## config.mk

```make
export PLATFORM = sky130hd
export DESIGN_NAME = acc_cpu_core_flat
export DESIGN_NICKNAME = d
export VERILOG_FILES = /design/src/rtl/acc_cpu_core_if.sv /design/src/rtl/acc_cpu_core.sv /design/src/flat_wrapper.sv
export SDC_FILE = /design/constraint.sdc
export NUM_CORES = 1
export LEC_CHECK = 0
export ABC_AREA = 1
export BUFFER_PORTS_ARGS = -buffer_cell sky130_fd_sc_hd__buf_2
export CORE_UTILIZATION = 52
export DETAILED_ROUTE_END_ITERATION = 8
export HOLD_SLACK_MARGIN = 0.12
export PLACE_DENSITY_LB_ADDON = 0.3
export SYNTH_ARGS = -nofsm -noshare
export SYNTH_HDL_FRONTEND = slang
export SYNTH_SLANG_ARGS = --single-unit
export TNS_END_PERCENT = 5
```

## constraint.sdc

```tcl
create_clock -name clk -period 5 [get_ports clk]
set_input_delay 0.25 -clock clk [delete_from_list [all_inputs] [get_ports clk]]
set_output_delay 0.25 -clock clk [all_outputs]
set_load 0.005 [all_outputs]
```

## src/rtl/acc_cpu_core_if.sv

```systemverilog
// Instruction/result bundle between the pin-level wrapper (master) and the accumulator core (slave).
interface acc_cpu_core_if #(
    parameter int DW = 8,
    parameter int AW = 4
);
    logic          instr_valid;
    logic          instr_ready;
    logic [3:0]    opcode;
    logic [DW-1:0] operand;
    logic [AW-1:0] addr;
    logic [DW-1:0] acc_out;
    logic          flag_z;
    logic          flag_c;
    logic          done;

    modport master (
        output instr_valid, opcode, operand, addr,
        input  instr_ready, acc_out, flag_z, flag_c, done
    );

    modport slave (
        input  instr_valid, opcode, operand, addr,
        output instr_ready, acc_out, flag_z, flag_c, done
    );
endinterface

```

## src/rtl/acc_cpu_core.sv

```systemverilog
// Accumulator CPU core: DW-bit accumulator, 2**AW-word register memory, Z/C flags,
// single-issue instruction port; memory-read ops spend one extra cycle in MEM.
//
// state  | meaning
// IDLE   | ready for an instruction; done pulses here after a retire
// MEM    | registered read of mem[addr] into the data register
// EXEC   | accumulator, flags and memory updated at the closing edge
module acc_cpu_core #(
    parameter int DW = 8,
    parameter int AW = 4
) (
    input  logic              clk,
    input  logic              rst,
    acc_cpu_core_if.slave     bus
);
    localparam int DEPTH = 2 ** AW;

    localparam logic [3:0] OP_ADD   = 4'h0;
    localparam logic [3:0] OP_SUB   = 4'h1;
    localparam logic [3:0] OP_STORE = 4'h2;
    localparam logic [3:0] OP_LOAD  = 4'h3;
    localparam logic [3:0] OP_LDI   = 4'h4;
    localparam logic [3:0] OP_AND   = 4'h5;
    localparam logic [3:0] OP_OR    = 4'h6;
    localparam logic [3:0] OP_XOR   = 4'h7;
    localparam logic [3:0] OP_NOT   = 4'h8;
    localparam logic [3:0] OP_SHL   = 4'h9;
    localparam logic [3:0] OP_SHR   = 4'hA;
    localparam logic [3:0] OP_ADDM  = 4'hB;

    typedef enum logic [1:0] {
        S_IDLE,
        S_MEM,
        S_EXEC
    } state_t;

    state_t        state_q;
    logic [3:0]    op_q;
    logic [DW-1:0] operand_q;
    logic [AW-1:0] addr_q;
    logic [DW-1:0] data_q;
    logic [DW-1:0] acc_q;
    logic          z_q;
    logic          c_q;
    logic          done_q;
    logic          ready_q;
    logic [DW-1:0] mem_q [DEPTH];

    logic [DW-1:0] acc_d;
    logic          z_d;
    logic          c_d;
    logic          acc_wr;
    logic          mem_wr;
    logic [DW:0]   sum_w;

    // Result of the latched instruction; only committed during EXEC.
    always_comb begin
        acc_d  = acc_q;
        c_d    = c_q;
        acc_wr = 1'b0;
        mem_wr = 1'b0;
        sum_w  = '0;
        case (op_q)
            OP_ADD: begin
                sum_w  = {1'b0, acc_q} + {1'b0, operand_q};
                acc_d  = sum_w[DW-1:0];
                c_d    = sum_w[DW];
                acc_wr = 1'b1;
            end
            OP_SUB: begin
                // Top bit of the widened difference is the borrow.
                sum_w  = {1'b0, acc_q} - {1'b0, operand_q};
                acc_d  = sum_w[DW-1:0];
                c_d    = sum_w[DW];
                acc_wr = 1'b1;
            end
            OP_STORE: mem_wr = 1'b1;
            OP_LOAD: begin
                acc_d  = data_q;
                c_d    = 1'b0;
                acc_wr = 1'b1;
            end
            OP_LDI: begin
                acc_d  = operand_q;
                c_d    = 1'b0;
                acc_wr = 1'b1;
            end
            OP_AND: begin
                acc_d  = acc_q & operand_q;
                c_d    = 1'b0;
                acc_wr = 1'b1;
            end
            OP_OR: begin
                acc_d  = acc_q | operand_q;
                c_d    = 1'b0;
                acc_wr = 1'b1;
            end
            OP_XOR: begin
                acc_d  = acc_q ^ operand_q;
                c_d    = 1'b0;
                acc_wr = 1'b1;
            end
            OP_NOT: begin
                acc_d  = ~acc_q;
                c_d    = 1'b0;
                acc_wr = 1'b1;
            end
            OP_SHL: begin
                acc_d  = {acc_q[DW-2:0], 1'b0};
                c_d    = acc_q[DW-1];
                acc_wr = 1'b1;
            end
            OP_SHR: begin
                acc_d  = {1'b0, acc_q[DW-1:1]};
                c_d    = acc_q[0];
                acc_wr = 1'b1;
            end
            OP_ADDM: begin
                sum_w  = {1'b0, acc_q} + {1'b0, data_q};
                acc_d  = sum_w[DW-1:0];
                c_d    = sum_w[DW];
                acc_wr = 1'b1;
            end
            default: begin
                acc_wr = 1'b0;
                mem_wr = 1'b0;
            end
        endcase
        z_d = (acc_d == '0);
    end

    always_ff @(posedge clk or posedge rst) begin
        if (rst) begin
            state_q   <= S_IDLE;
            op_q      <= '0;
            operand_q <= '0;
            addr_q    <= '0;
            data_q    <= '0;
            acc_q     <= '0;
            z_q       <= 1'b1;
            c_q       <= 1'b0;
            done_q    <= 1'b0;
            ready_q   <= 1'b1;
            for (int i = 0; i < DEPTH; i++) begin
                mem_q[i] <= '0;
            end
        end else begin
            done_q <= 1'b0;
            case (state_q)
                S_IDLE: begin
                    if (bus.instr_valid) begin
                        op_q      <= bus.opcode;
                        operand_q <= bus.operand;
                        addr_q    <= bus.addr;
                        ready_q   <= 1'b0;
                        if (bus.opcode == OP_LOAD || bus.opcode == OP_ADDM) begin
                            state_q <= S_MEM;
                        end else begin
                            state_q <= S_EXEC;
                        end
                    end
                end
                S_MEM: begin
                    data_q  <= mem_q[addr_q];
                    state_q <= S_EXEC;
                end
                S_EXEC: begin
                    if (acc_wr) begin
                        acc_q <= acc_d;
                        z_q   <= z_d;
                        c_q   <= c_d;
                    end
                    if (mem_wr) begin
                        mem_q[addr_q] <= acc_q;
                    end
                    done_q  <= 1'b1;
                    ready_q <= 1'b1;
                    state_q <= S_IDLE;
                end
                default: begin
                    ready_q <= 1'b1;
                    state_q <= S_IDLE;
                end
            endcase
        end
    end

    assign bus.instr_ready = ready_q;
    assign bus.acc_out     = acc_q;
    assign bus.flag_z      = z_q;
    assign bus.flag_c      = c_q;
    assign bus.done        = done_q;
endmodule

```

## src/flat_wrapper.sv

```systemverilog
// flat-port wrapper written by rule: the top's interface ports become plain ports
module acc_cpu_core_flat 
#(
    parameter int DW = 8,
    parameter int AW = 4
)
  (clk, rst, bus_instr_valid, bus_opcode, bus_operand, bus_addr, bus_instr_ready, bus_acc_out, bus_flag_z, bus_flag_c, bus_done);
  acc_cpu_core_if #(.DW(DW), .AW(AW)) bus_i ();
  input  logic clk;
  input  logic rst;
  input wire logic [$bits(bus_i.instr_valid)-1:0] bus_instr_valid;
  input wire logic [$bits(bus_i.opcode)-1:0] bus_opcode;
  input wire logic [$bits(bus_i.operand)-1:0] bus_operand;
  input wire logic [$bits(bus_i.addr)-1:0] bus_addr;
  output wire logic [$bits(bus_i.instr_ready)-1:0] bus_instr_ready;
  output wire logic [$bits(bus_i.acc_out)-1:0] bus_acc_out;
  output wire logic [$bits(bus_i.flag_z)-1:0] bus_flag_z;
  output wire logic [$bits(bus_i.flag_c)-1:0] bus_flag_c;
  output wire logic [$bits(bus_i.done)-1:0] bus_done;
  assign bus_i.instr_valid = bus_instr_valid;
  assign bus_i.opcode = bus_opcode;
  assign bus_i.operand = bus_operand;
  assign bus_i.addr = bus_addr;
  assign bus_instr_ready = bus_i.instr_ready;
  assign bus_acc_out = bus_i.acc_out;
  assign bus_flag_z = bus_i.flag_z;
  assign bus_flag_c = bus_i.flag_c;
  assign bus_done = bus_i.done;
  acc_cpu_core #(.DW(DW), .AW(AW)) u_core (.clk(clk), .rst(rst), .bus(bus_i));
endmodule
```

==> results.tsv, run 1 <==
stage	metric	value	unit
place	dp_slack	2150	ps
cells_and_area	drive_above_1_share	9.05	%
global_route	antenna_found_initial	0	
setup_path	path_class	register to register	
setup_path	r2r_end	u_core.bus.flag_z	
clock_tree	cts-resized-gates	0	
clock_tree	cts_buffers	17	
timing	maxSlewViolCount	0	
timing	holdWs	470	ps
power_and_ir_drop	pwr-share-seq	36.1	%
floorplanning	start_util	53.7	%
cells_and_area	fillCellCount	1575	
timing	skew	10.6	ps
setup_path	critPathCapture	u_core.bus.flag_z	
clock_tree	cts.path.max_buffers	2	
setup_path	worstPathRequired	5370	ps
power_and_ir_drop	powerDensity	474	nW/µm²
synth	synth_fp_nets	1266	
min_path	hold_path.class	register to register	
synth	synthCells	1208	
route	via_per_inst	5.77	
route	wl	26200	µm
floorplanning	die_y	136	µm
power_and_ir_drop	total_power	4.90	mW
cells_and_area	antennaDiodeCount	0	
timing	setup_viol	0	
clock_tree	post_cts_buffers	0	
place	portBuffers	30	
timing	relSlewSlack	25.3	%
setup_path	crit_fanout	21	
cells_and_area	nets	1272	
synth	synth_cell_types	39	
setup_path	regToRegStartpoint	u_core.bus.acc_out[0]	
synth	syn_avg_cell_area	7.78	µm²
synth	ys_warn_count	0	
synth	syn-cell-area	9390	µm²
min_path	hold_start	u_core.bus.flag_z	
setup_path	start_kind	register	
route	antenna_left	0	
cells_and_area	final_common_cell	nand2_1	
route	firstDrtPassIters	6	
timing	worst_pin_slew	1120	ps
cells_and_area	final_cell_mix	327 x nand2_1, 164 x dfrtp_1, 115 x inv_1	
floorplanning	rows	48	
timing	fin_crit_sh	56.6	%
clock_tree	cts-root-buf	clkbuf_16	
power_and_ir_drop	ir_drop	0.395	mV
clock_tree	clock_sinks	166	
power_and_ir_drop	internal_power	2.84	mW
power_and_ir_drop	clockPowerShare	27.5	%
power_and_ir_drop	p_leak	4.80	nW
status	outcome	complete, no violations	
floorplanning	core-area	17500	µm²
place	gp_congestion	0.932	
clock_tree	clkSlewWorstSetupHoldPaths	70	ps
setup_path	critPathArrivalTime	3200	ps
timing	rsz0062_at_grt	false	
synth	ys_seq_area_share	44.3	%
power_and_ir_drop	p_comb_share	36.4	%
route	post-route-drc-count	0	
route	via_count	8379	
timing	setup_tns	0	ps
setup_path	reg2reg_setup_slack	2170	ps
route	post_drt_wl_per_cell	18.0	µm
timing	setup_slack	2170	ps
global_route	grt_max_degree	76	
setup_path	rr_worst_depth	15	
floorplanning	die_x	136	µm
route	drt-initial-drc-count	881	
global_route	overflow	0	
floorplanning	io_pins	31	
global_route	grt_pass1_vias	7869	
min_path	min_path_cells	2	
timing	fmax	0.353	GHz
setup_path	end_kind	register	
global_route	track_usage	29.9	%
place	dp_hpwl	17400	µm
clock_tree	clk_latency	430	ps
floorplanning	dieArea	18600	µm²
clock_tree	tritoncts	done	
setup_path	critPathLaunch	u_core.bus.acc_out[0]	
cells_and_area	areaGrowthSynthToFinish	9.90	%
global_route	grt_pass1_wl	42000	µm
flow_run	max_cap_violations	0	
clock_tree	ctsHtreeMaxLevel	4	
timing	period_needed	2830	ps
power_and_ir_drop	switching_power	2.06	mW
timing	hold_violations	0	
clock_tree	hold_buffers	19	
power_and_ir_drop	netSwitchingFraction	42.1	%
synth	synth_seq_cells	166	
-- per-stage QoR --
stage,area [µm²],util [%],cells
final,10300,59.1,1452
after global routing,10300,59.1,1452
after CTS,10300,59.1,1452
after detailed placement,9540,54.6,1401
after global placement,9540,54.6,1401
after floorplan,9390,-,1208
-- critical path, stage by stage (launching register included) --
cell     delay, ps
dfrtp_1        430
inv_1          540
ha_1           280
inv_1           60
fa_1           440
nand4_1        100
nand2_1         60
nor2_1         130
nand2_1         60
nor2_1         150
nand2_1         70
nor2_1         100
nand2_1         60
nor2_1         110
nand4_1         90
nand2_1         70
-- sequential cells by signal (all words and copies together) (netlist names) --
signal and cells:
u_core.operand_q 8, u_core.bus.done 1, u_core.op_q 4, u_core.bus.acc_out 8
u_core.addr_q 4, u_core.bus.flag_z 1, u_core.state_q 2, u_core.bus.instr_ready 1
u_core.bus.flag_c 1, u_core.mem_q 128, u_core.data_q 8
-- kinds of logic (layout without fill, tap and decap cells) --
| family | Yosys count | in the layout | synth area share [%] |
|---|---|---|---|
| buf+inv | 196 | 215 | 8.77 |
| fa+ha+maj | 39 | 39 | 5.43 |
| flops | 166 | 166 | 44.3 |
| simple gates | 552 | 552 | 25.8 |
| compound gates | 255 | 255 | 15.7 |
-- cell usage after synthesis, drive strengths merged --
cell    number  area (µm²)
nand3      101         548
a21oi       22         110
or2          2        12.5
clkbuf      30         113
ha          36         450
a221oi       1        8.76
o211ai      32         240
o21ai      158         791
nor2        80         370
dfstp        2        52.6
nand2      336        1290
buf         38         228
nand3b       2        15.0
a211oi       1        7.51
a41oi        7        61.3
o22a         1        8.76
dfrtp      164        4100
inv        127         479
nand4       28         175
fa           3        60.1
o22ai        1        6.26
a22oi       31         233
nor3         2        10.0
o221ai       1        8.76
clkinv       1        3.75
nor3b        1        7.51
-- area by class of cell --
cell class	instances	area [µm²]	share of cell area, %
sequential	166	4160	40.3
timing repair buffer	55	385	3.73
inverter	128	488	4.73
clock buffer	18	429	4.16
clock inverter	14	166	1.61
tap	225	282	2.73
multi-input combinational	846	4420	42.8
-- power by group through the flow --
stage | combinational (mW) | sequential, mW | clock, mW
floorplan | 1.30 | 1.72 | 0
global placement | 1.72 | 1.78 | 0
global route | 2.00 | 1.79 | 1.41
finish | 1.78 | 1.77 | 1.35
detailed placement | 1.75 | 1.78 | 0
CTS | 1.77 | 1.76 | 1.36
-- how the worst min path moves through the flow --
stage / end
2_1_floorplan: u_core.state_q[0]
3_3_place_gp: u_core.mem_q[93]
3_5_place_dp: u_core.mem_q[93]
4_1_cts: u_core.bus.flag_z
5_1_grt: u_core.bus.flag_z
6_report: u_core.bus.flag_z
-- metal layers --
layer | global-route usage, % | share of wire [%] | wire, µm | up-vias
met5 | 0 | 0 | 0 | -
met2 | 47.2 | 47 | 12200 | 285
met3 | 5.67 | 5.8 | 1520 | 76
met1 | 39.9 | 44 | 11400 | 4015
li1 | - | - | - | 4003
met4 | 13.8 | 3.7 | 970 | 0
(Power assumes the default switching activity.)
==> run 2: changes to the inputs <==
Clock period 5 ns to 2.6 ns, I/O delays scaled along.
==> run 2 against run 1 <==
Cell count grew 1.9%; sequential cell count unchanged; critical path depth shrank 4; combinational power is 110% higher; maximum frequency up 14%; sequential share of layout area is 0.99 points lower; worst setup slack worse by 2000 ps; clock skew up 4.5 ps; die area did not move; hold slack got worse by 64 ps; count of clock-buffer cells in the layout is 1 lower; largest cell class unchanged.
==> results.tsv, run 2 (synthesized netlist as in run 1, its figures left out) <==
stage	metric	value	unit	change
status	outcome	complete, no violations		
global_route	grt_pass1_vias	7777		-1.2%
floorplanning	start_util	53.7	%	unchanged
clock_tree	cts_buffers	17		unchanged
route	post-route-drc-count	0		unchanged
flow_run	max_cap_violations	0		unchanged
setup_path	worstPathRequired	2970	ps	-2400 ps
cells_and_area	final_area	10600	µm²	+2.5%
cells_and_area	final_common_cell	nand2_1		
setup_path	slowest_stage	ha_1		
clock_tree	ctsHtreeMaxLevel	4		unchanged
place	place_area	9770	µm²	+2.4%
global_route	overflow	0		unchanged
power_and_ir_drop	clockPowerShare	26.6	%	-0.9 points
clock_tree	clk_latency	440	ps	about the same
setup_path	path_class	register to register		
setup_path	critPathArrivalTime	2850	ps	-350 ps
power_and_ir_drop	pwr-share-seq	34.4	%	-1.7 points
clock_tree	cts-root-buf	clkbuf_16		
place	dp_cells	1427		+1.9%
route	antenna_left	0		unchanged
cells_and_area	final_cell_mix	327 x nand2_1, 164 x dfrtp_1, 115 x inv_1		
timing	skew	15.2	ps	+4.52 ps
floorplanning	io_pins	31		unchanged
power_and_ir_drop	ir_drop	0.741	mV	+88%
timing	hold_violations	0		unchanged
global_route	grt_max_degree	118		+55%
floorplanning	die_y	136	µm	unchanged
place	gp_congestion	0.969		+4.0%
timing	relSlewSlack	55.1	%	+30 points
floorplanning	core-area	17500	µm²	unchanged
global_route	track_usage	30.3	%	+0.36 points
timing	rsz0062_at_grt	false		
power_and_ir_drop	netSwitchingFraction	43.2	%	+1.1 points
cells_and_area	top_register	u_core.mem_q		
route	drt-initial-drc-count	974		+11%
setup_path	start_kind	register		
cells_and_area	antennaDiodeCount	0		unchanged
route	post_drt_wl_per_cell	18.1	µm	+0.32%
route	via_per_inst	5.71		-1.1%
min_path	hold_path.class	input pin to async pin		
timing	setup_slack	122	ps	-2050 ps
floorplanning	dieArea	18600	µm²	unchanged
cells_and_area	drive_above_1_share	11.0	%	+1.9 points
timing	fin_crit_sh	95.3	%	+39 points
timing	maxSlewViolCount	0		unchanged
clock_tree	cts-resized-gates	0		unchanged
route	firstDrtPassIters	6		unchanged
cells_and_area	utilization	60.6	%	+1.5 points
timing	period_needed	2480	ps	-351 ps
power_and_ir_drop	p_comb_share	39.0	%	+2.6 points
setup_path	crit_fanout	12		-43%
global_route	antenna_found_initial	0		unchanged
setup_path	end_kind	register		
power_and_ir_drop	internal_power	5.50	mW	+94%
setup_path	crit_path_cell_trace	inv_1 -> ha_1 -> nand3_2 -> o21ai_0 -> nor2_1 -> nand3b_1 -> nor2_1 -> a21oi_1 -> nor2_1 -> nand4_1 -> nand2_1		
place	portBuffers	30		unchanged
power_and_ir_drop	p_leak	4.95	nW	+3.0%
setup_path	crit_top_cell	nor2_1		
cells_and_area	largest_reg_flops	128		unchanged
cells_and_area	nets	1300		+2.2%
global_route	grt_pass1_wl	42500	µm	+0.98%
clock_tree	post_cts_buffers	0		unchanged
clock_tree	hold_buffers	21		+2
timing	fmax	0.403	GHz	+14%
timing	worst_pin_slew	673	ps	-447 ps
floorplanning	die_x	136	µm	unchanged
route	via_count	8450		+0.85%
clock_tree	tritoncts	done		
setup_path	slowest_delay	540	ps	about the same
place	dp_slack	304	ps	-1850 ps
clock_tree	cts.path.max_buffers	2		unchanged
timing	setup_viol	0		unchanged
timing	setup_tns	0	ps	unchanged
clock_tree	clock_sinks	166		unchanged
power_and_ir_drop	powerDensity	914	nW/µm²	+93%
power_and_ir_drop	switching_power	4.17	mW	+100%
cells_and_area	areaGrowthSynthToFinish	12.7	%	
route	wl	26800	µm	+2.3%
cells_and_area	final_cells	1480		+1.9%
floorplanning	rows	48		unchanged
place	dp_hpwl	17900	µm	+2.7%
clock_tree	clkSlewWorstSetupHoldPaths	80	ps	about the same
## run 2: worst paths after layout
| path | start | end | slack, ps | cells after the start |
|---|---|---|---|---|
| setup / recovery | u_core.op_q[3] | u_core.bus.flag_z | 120 | 11 |
| hold / removal | rst | u_core.mem_q[75] | 410 | 4 |
| setup reg to reg | u_core.op_q[3] | u_core.bus.flag_z | 120 | 11 |
| hold reg to reg | u_core.bus.flag_z | u_core.bus.flag_z | 470 | 2 |
| max in group asynchronous | rst | u_core.op_q[1] | 1680 | 4 |
| min in group clk | bus_operand[3] | u_core.operand_q[3] | 420 | 4 |
## run 2: through the flow
step / total power [mW] / hold slack [ps]
after floorplan: 5.80 / 202
after global placement: 6.99 / 332
after detailed placement: 7.03 / 344
after CTS: 9.63 / 409
after global routing: 10.3 / 461
final: 9.67 / 406
## run 2: cell type report
cell class                      instances  area, µm²
Fill cell                            1531       6890
Multi-Input combinational cell        846       4420
Sequential cell                       166       4160
Timing Repair Buffer                   83        638
Inverter                              128        487
Clock buffer                           17        425
Tap cell                              225        282
Clock inverter                         15        180
## run 2: power groups by stage
stage | Clock, mW | Combinational, mW | Sequential [mW]
6_report | 2.58 | 3.77 | 3.33
5_1_grt | 2.70 | 4.18 | 3.37
4_1_cts | 2.61 | 3.71 | 3.31
3_5_place_dp | 0 | 3.67 | 3.36
3_3_place_gp | 0 | 3.64 | 3.35
2_1_floorplan | 0 | 2.50 | 3.31
## run 2: routing by layer
layer | up-vias | GRT usage, % | share of wire [%] | wire (µm)
li1 | 4079 | - | - | -
met1 | 3953 | 42.2 | 44 | 11800
met2 | 351 | 46.7 | 46 | 12300
met3 | 67 | 5.00 | 6.6 | 1760
met4 | 0 | 12.8 | 3.3 | 880
met5 | - | 0 | 0 | 0
## run 2: worst max-delay path: cells and delay by family (launching register included)
family,cells,cell delay (ps)
buffers and inverters,1,100
DFF,1,390
AOI/OAI and AO/OA,2,600
and+or+nand+nor,7,770
adders and majority gates,1,540
==> run 3: changes to the inputs <==
Settings changed: CTS_BUF_LIST set to sky130_fd_sc_hd__clkbuf_4 sky130_fd_sc_hd__clkbuf_8 sky130_fd_sc_hd__clkbuf_16, REMOVE_ABC_BUFFERS set to 1.
==> run 3 against run 2 <==
First-iteration DRC count fell by 18%; highest routed layer unchanged; sequential power about the same; sequential share of layout area down 0.19 points; largest cell class unchanged; wire length increased by 1.7%; register-to-register slack better by 150 ps; cell count increased by 0.20%; worst setup slack improved by 150 ps; largest power group unchanged; sequential cell count stayed put; non-clock buffer count rose by 3; maximum frequency is 6.2% higher; hold slack lost 27 ps.
==> results.tsv, run 3 (synthesized netlist as in run 1, its figures left out) <==
stage	metric	value	unit	change
cells_and_area	drive_above_1_share	11.3	%	+0.29 points
cells_and_area	multiInputGateArea	4420	µm²	unchanged
clock_tree	hold_buffers	20		-4.8%
timing	rsz0062_at_grt	false		
global_route	track_usage	31.4	%	+1.2 points
clock_tree	clock_sinks	166		unchanged
route	firstDrtPassIters	5		-1
clock_tree	tritoncts	done		
floorplanning	die_y	136	µm	unchanged
status	outcome	complete, no violations		
timing	setup_slack	267	ps	+145 ps
floorplanning	rows	48		unchanged
cells_and_area	largest_reg_flops	128		unchanged
cells_and_area	final_cell_mix	327 x nand2_1, 164 x dfrtp_1, 115 x inv_1		
setup_path	crit_fanout	10		-2
setup_path	crit_family	simple AND/OR/NAND/NOR gates		
timing	fmax	0.429	GHz	+6.2%
cells_and_area	areaGrowthSynthToFinish	13.2	%	
cells_and_area	antennaDiodeCount	0		unchanged
setup_path	cp.buffers_inverters	1		unchanged
power_and_ir_drop	internal_power	5.75	mW	+4.7%
cells_and_area	nets	1303		+0.23%
route	drt-initial-drc-count	803		-18%
floorplanning	start_util	53.7	%	unchanged
timing	holdWs	379	ps	-27.1 ps
timing	fin_crit_sh	89.7	%	-5.6 points
global_route	grt_pass1_wl	43800	µm	+3.0%
setup_path	start_kind	register		
power_and_ir_drop	netSwitchingFraction	41.6	%	-1.5 points
clock_tree	clkSlewWorstSetupHoldPaths	70	ps	about the same
global_route	grtUsageMet3	5.85	%	+0.86 points
place	portBuffers	30		unchanged
cells_and_area	top_register	u_core.mem_q		
setup_path	path_class	register to register		
clock_tree	cts-root-buf	clkbuf_16		
timing	hold_violations	0		unchanged
clock_tree	post_cts_buffers	0		unchanged
timing	period_needed	2330	ps	-145 ps
place	gp_congestion	0.968		-0.11%
power_and_ir_drop	ir_drop	0.617	mV	-17%
min_path	hold_path.class	input pin to async pin		
global_route	grt-busiest-layer	met2		
cells_and_area	final_common_cell	nand2_1		
setup_path	worstPathRequired	2980	ps	about the same
timing	maxSlewViolCount	0		unchanged
timing	relSlewSlack	48.1	%	-7.0 points
power_and_ir_drop	switching_power	4.10	mW	-1.7%
cells_and_area	ff_latch_area	4160	µm²	unchanged
timing	setup_viol	0		unchanged
route	via_per_inst	5.75		+0.66%
route	antenna_left	0		unchanged
global_route	grt_max_degree	83		-30%
place	dp_slack	311	ps	+6.86 ps
clock_tree	ctsHtreeMaxLevel	4		unchanged
flow_run	max_cap_violations	0		unchanged
place	dp_hpwl	18700	µm	+4.6%
route	via_count	8523		+0.86%
power_and_ir_drop	p_comb_share	38.1	%	-0.9 points
floorplanning	die_x	136	µm	unchanged
clock_tree	clk_latency	430	ps	about the same
clock_tree	cts.path.max_buffers	2		unchanged
setup_path	critPathArrivalTime	2710	ps	-140 ps
route	post_drt_wl_per_cell	18.4	µm	+1.5%
route	wl	27200	µm	+1.7%
setup_path	slowest_stage	dfrtp_1		
global_route	overflow	0		unchanged
clock_tree	cts-resized-gates	0		unchanged
cells_and_area	fillCellCount	1566		+2.3%
global_route	gr-usage-met1	44.1	%	+2.0 points
global_route	antenna_found_initial	0		unchanged
power_and_ir_drop	pwr-share-seq	34.1	%	-0.3 points
route	post-route-drc-count	0		unchanged
setup_path	slowest_delay	660	ps	+120 ps
global_route	use_met2	49.0	%	+2.2 points
floorplanning	io_pins	31		unchanged
power_and_ir_drop	clockPowerShare	27.8	%	+1.2 points
floorplanning	core-area	17500	µm²	unchanged
global_route	grt_pass1_vias	7865		+1.1%
setup_path	end_kind	register		
power_and_ir_drop	powerDensity	927	nW/µm²	+1.4%
floorplanning	dieArea	18600	µm²	unchanged
setup_path	crit_top_cell	nand2_1		
timing	skew	8.15	ps	-7.00 ps
power_and_ir_drop	p_leak	4.99	nW	+0.79%
clock_tree	cts_buffers	17		unchanged
setup_path	crit_path_cell_trace	inv_2 -> ha_1 -> o21ai_0 -> nand3b_1 -> nand2_1 -> nand2_1 -> nand3_1 -> nand4_1 -> nand2_1 -> nand4_1 -> nand2_1		
timing	worst_pin_slew	778	ps	+105 ps
==> run 3: cell types whose count changed in the layout (fill, tap and decap cells not counted), sizes merged <==
| cell | change |
|---|---|
| buf | +4 |
| clkinv | -4 |
| bufinv | +3 |
| inv | +2 |
| clkinvlp | -1 |
| dlygate4sd3 | -1 |
==> run 3: path summary, 6_finish.rpt <==
check,slack [ps],start,to,depth (start not counted)
worst max-delay path,270,u_core.bus.acc_out[1],u_core.bus.flag_z,11
worst min-delay path,380,rst,u_core.mem_q[72],3
worst max register to register,270,u_core.bus.acc_out[1],u_core.bus.flag_z,11
worst min register to register,480,u_core.bus.flag_z,u_core.bus.flag_z,2
max in group asynchronous,1380,rst,u_core.bus.instr_ready,4
min in group clk,440,bus_addr[1],u_core.addr_q[1],4
==> run 3: metal layers <==
metal,up-vias,part of all wire (%),wire (µm)
li1,4076,-,-
met1,4065,45,12200
met2,333,47,12700
met3,49,6.4,1740
met4,0,2.3,638
met5,-,0,0
==> run 3: worst register-to-register path, stage by stage, from the launching register on <==
cell,delay (ps)
dfrtp_1,660
inv_2,80
ha_1,360
o21ai_0,450
nand3b_1,180
nand2_1,90
nand2_1,50
nand3_1,70
nand4_1,120
nand2_1,80
nand4_1,80
nand2_1,60
==> run 3: per-stage QoR <==
stage	area [µm²]	std cells	power (mW)	setup TNS, ps	utilization (%)
floorplan	9050	1140	5.65	-332300	-
global placement	9800	1431	7.00	0	56.1
detailed placement	9800	1431	7.05	0	56.1
CTS	10600	1483	9.83	0	60.9
global route	10600	1483	10.5	0	60.9
finish	10600	1483	9.86	0	60.9
==> run 3: area by class of cell <==
type,count,share of cell area (%)
tap,225,2.65
sequential,166,39.1
clock inverter,15,1.98
clock buffer,17,4.00
multi-input combinational,846,41.5
inverter,128,4.59
timing repair buffer,86,6.19
==> run 3: power by group through the flow <==
stage | Combinational (mW) | Clock, mW | Sequential, mW
after floorplan | 2.30 | 0 | 3.35
after global placement | 3.62 | 0 | 3.38
after detailed placement | 3.66 | 0 | 3.39
after CTS | 3.71 | 2.77 | 3.35
after global routing | 4.19 | 2.86 | 3.41
final | 3.75 | 2.74 | 3.36
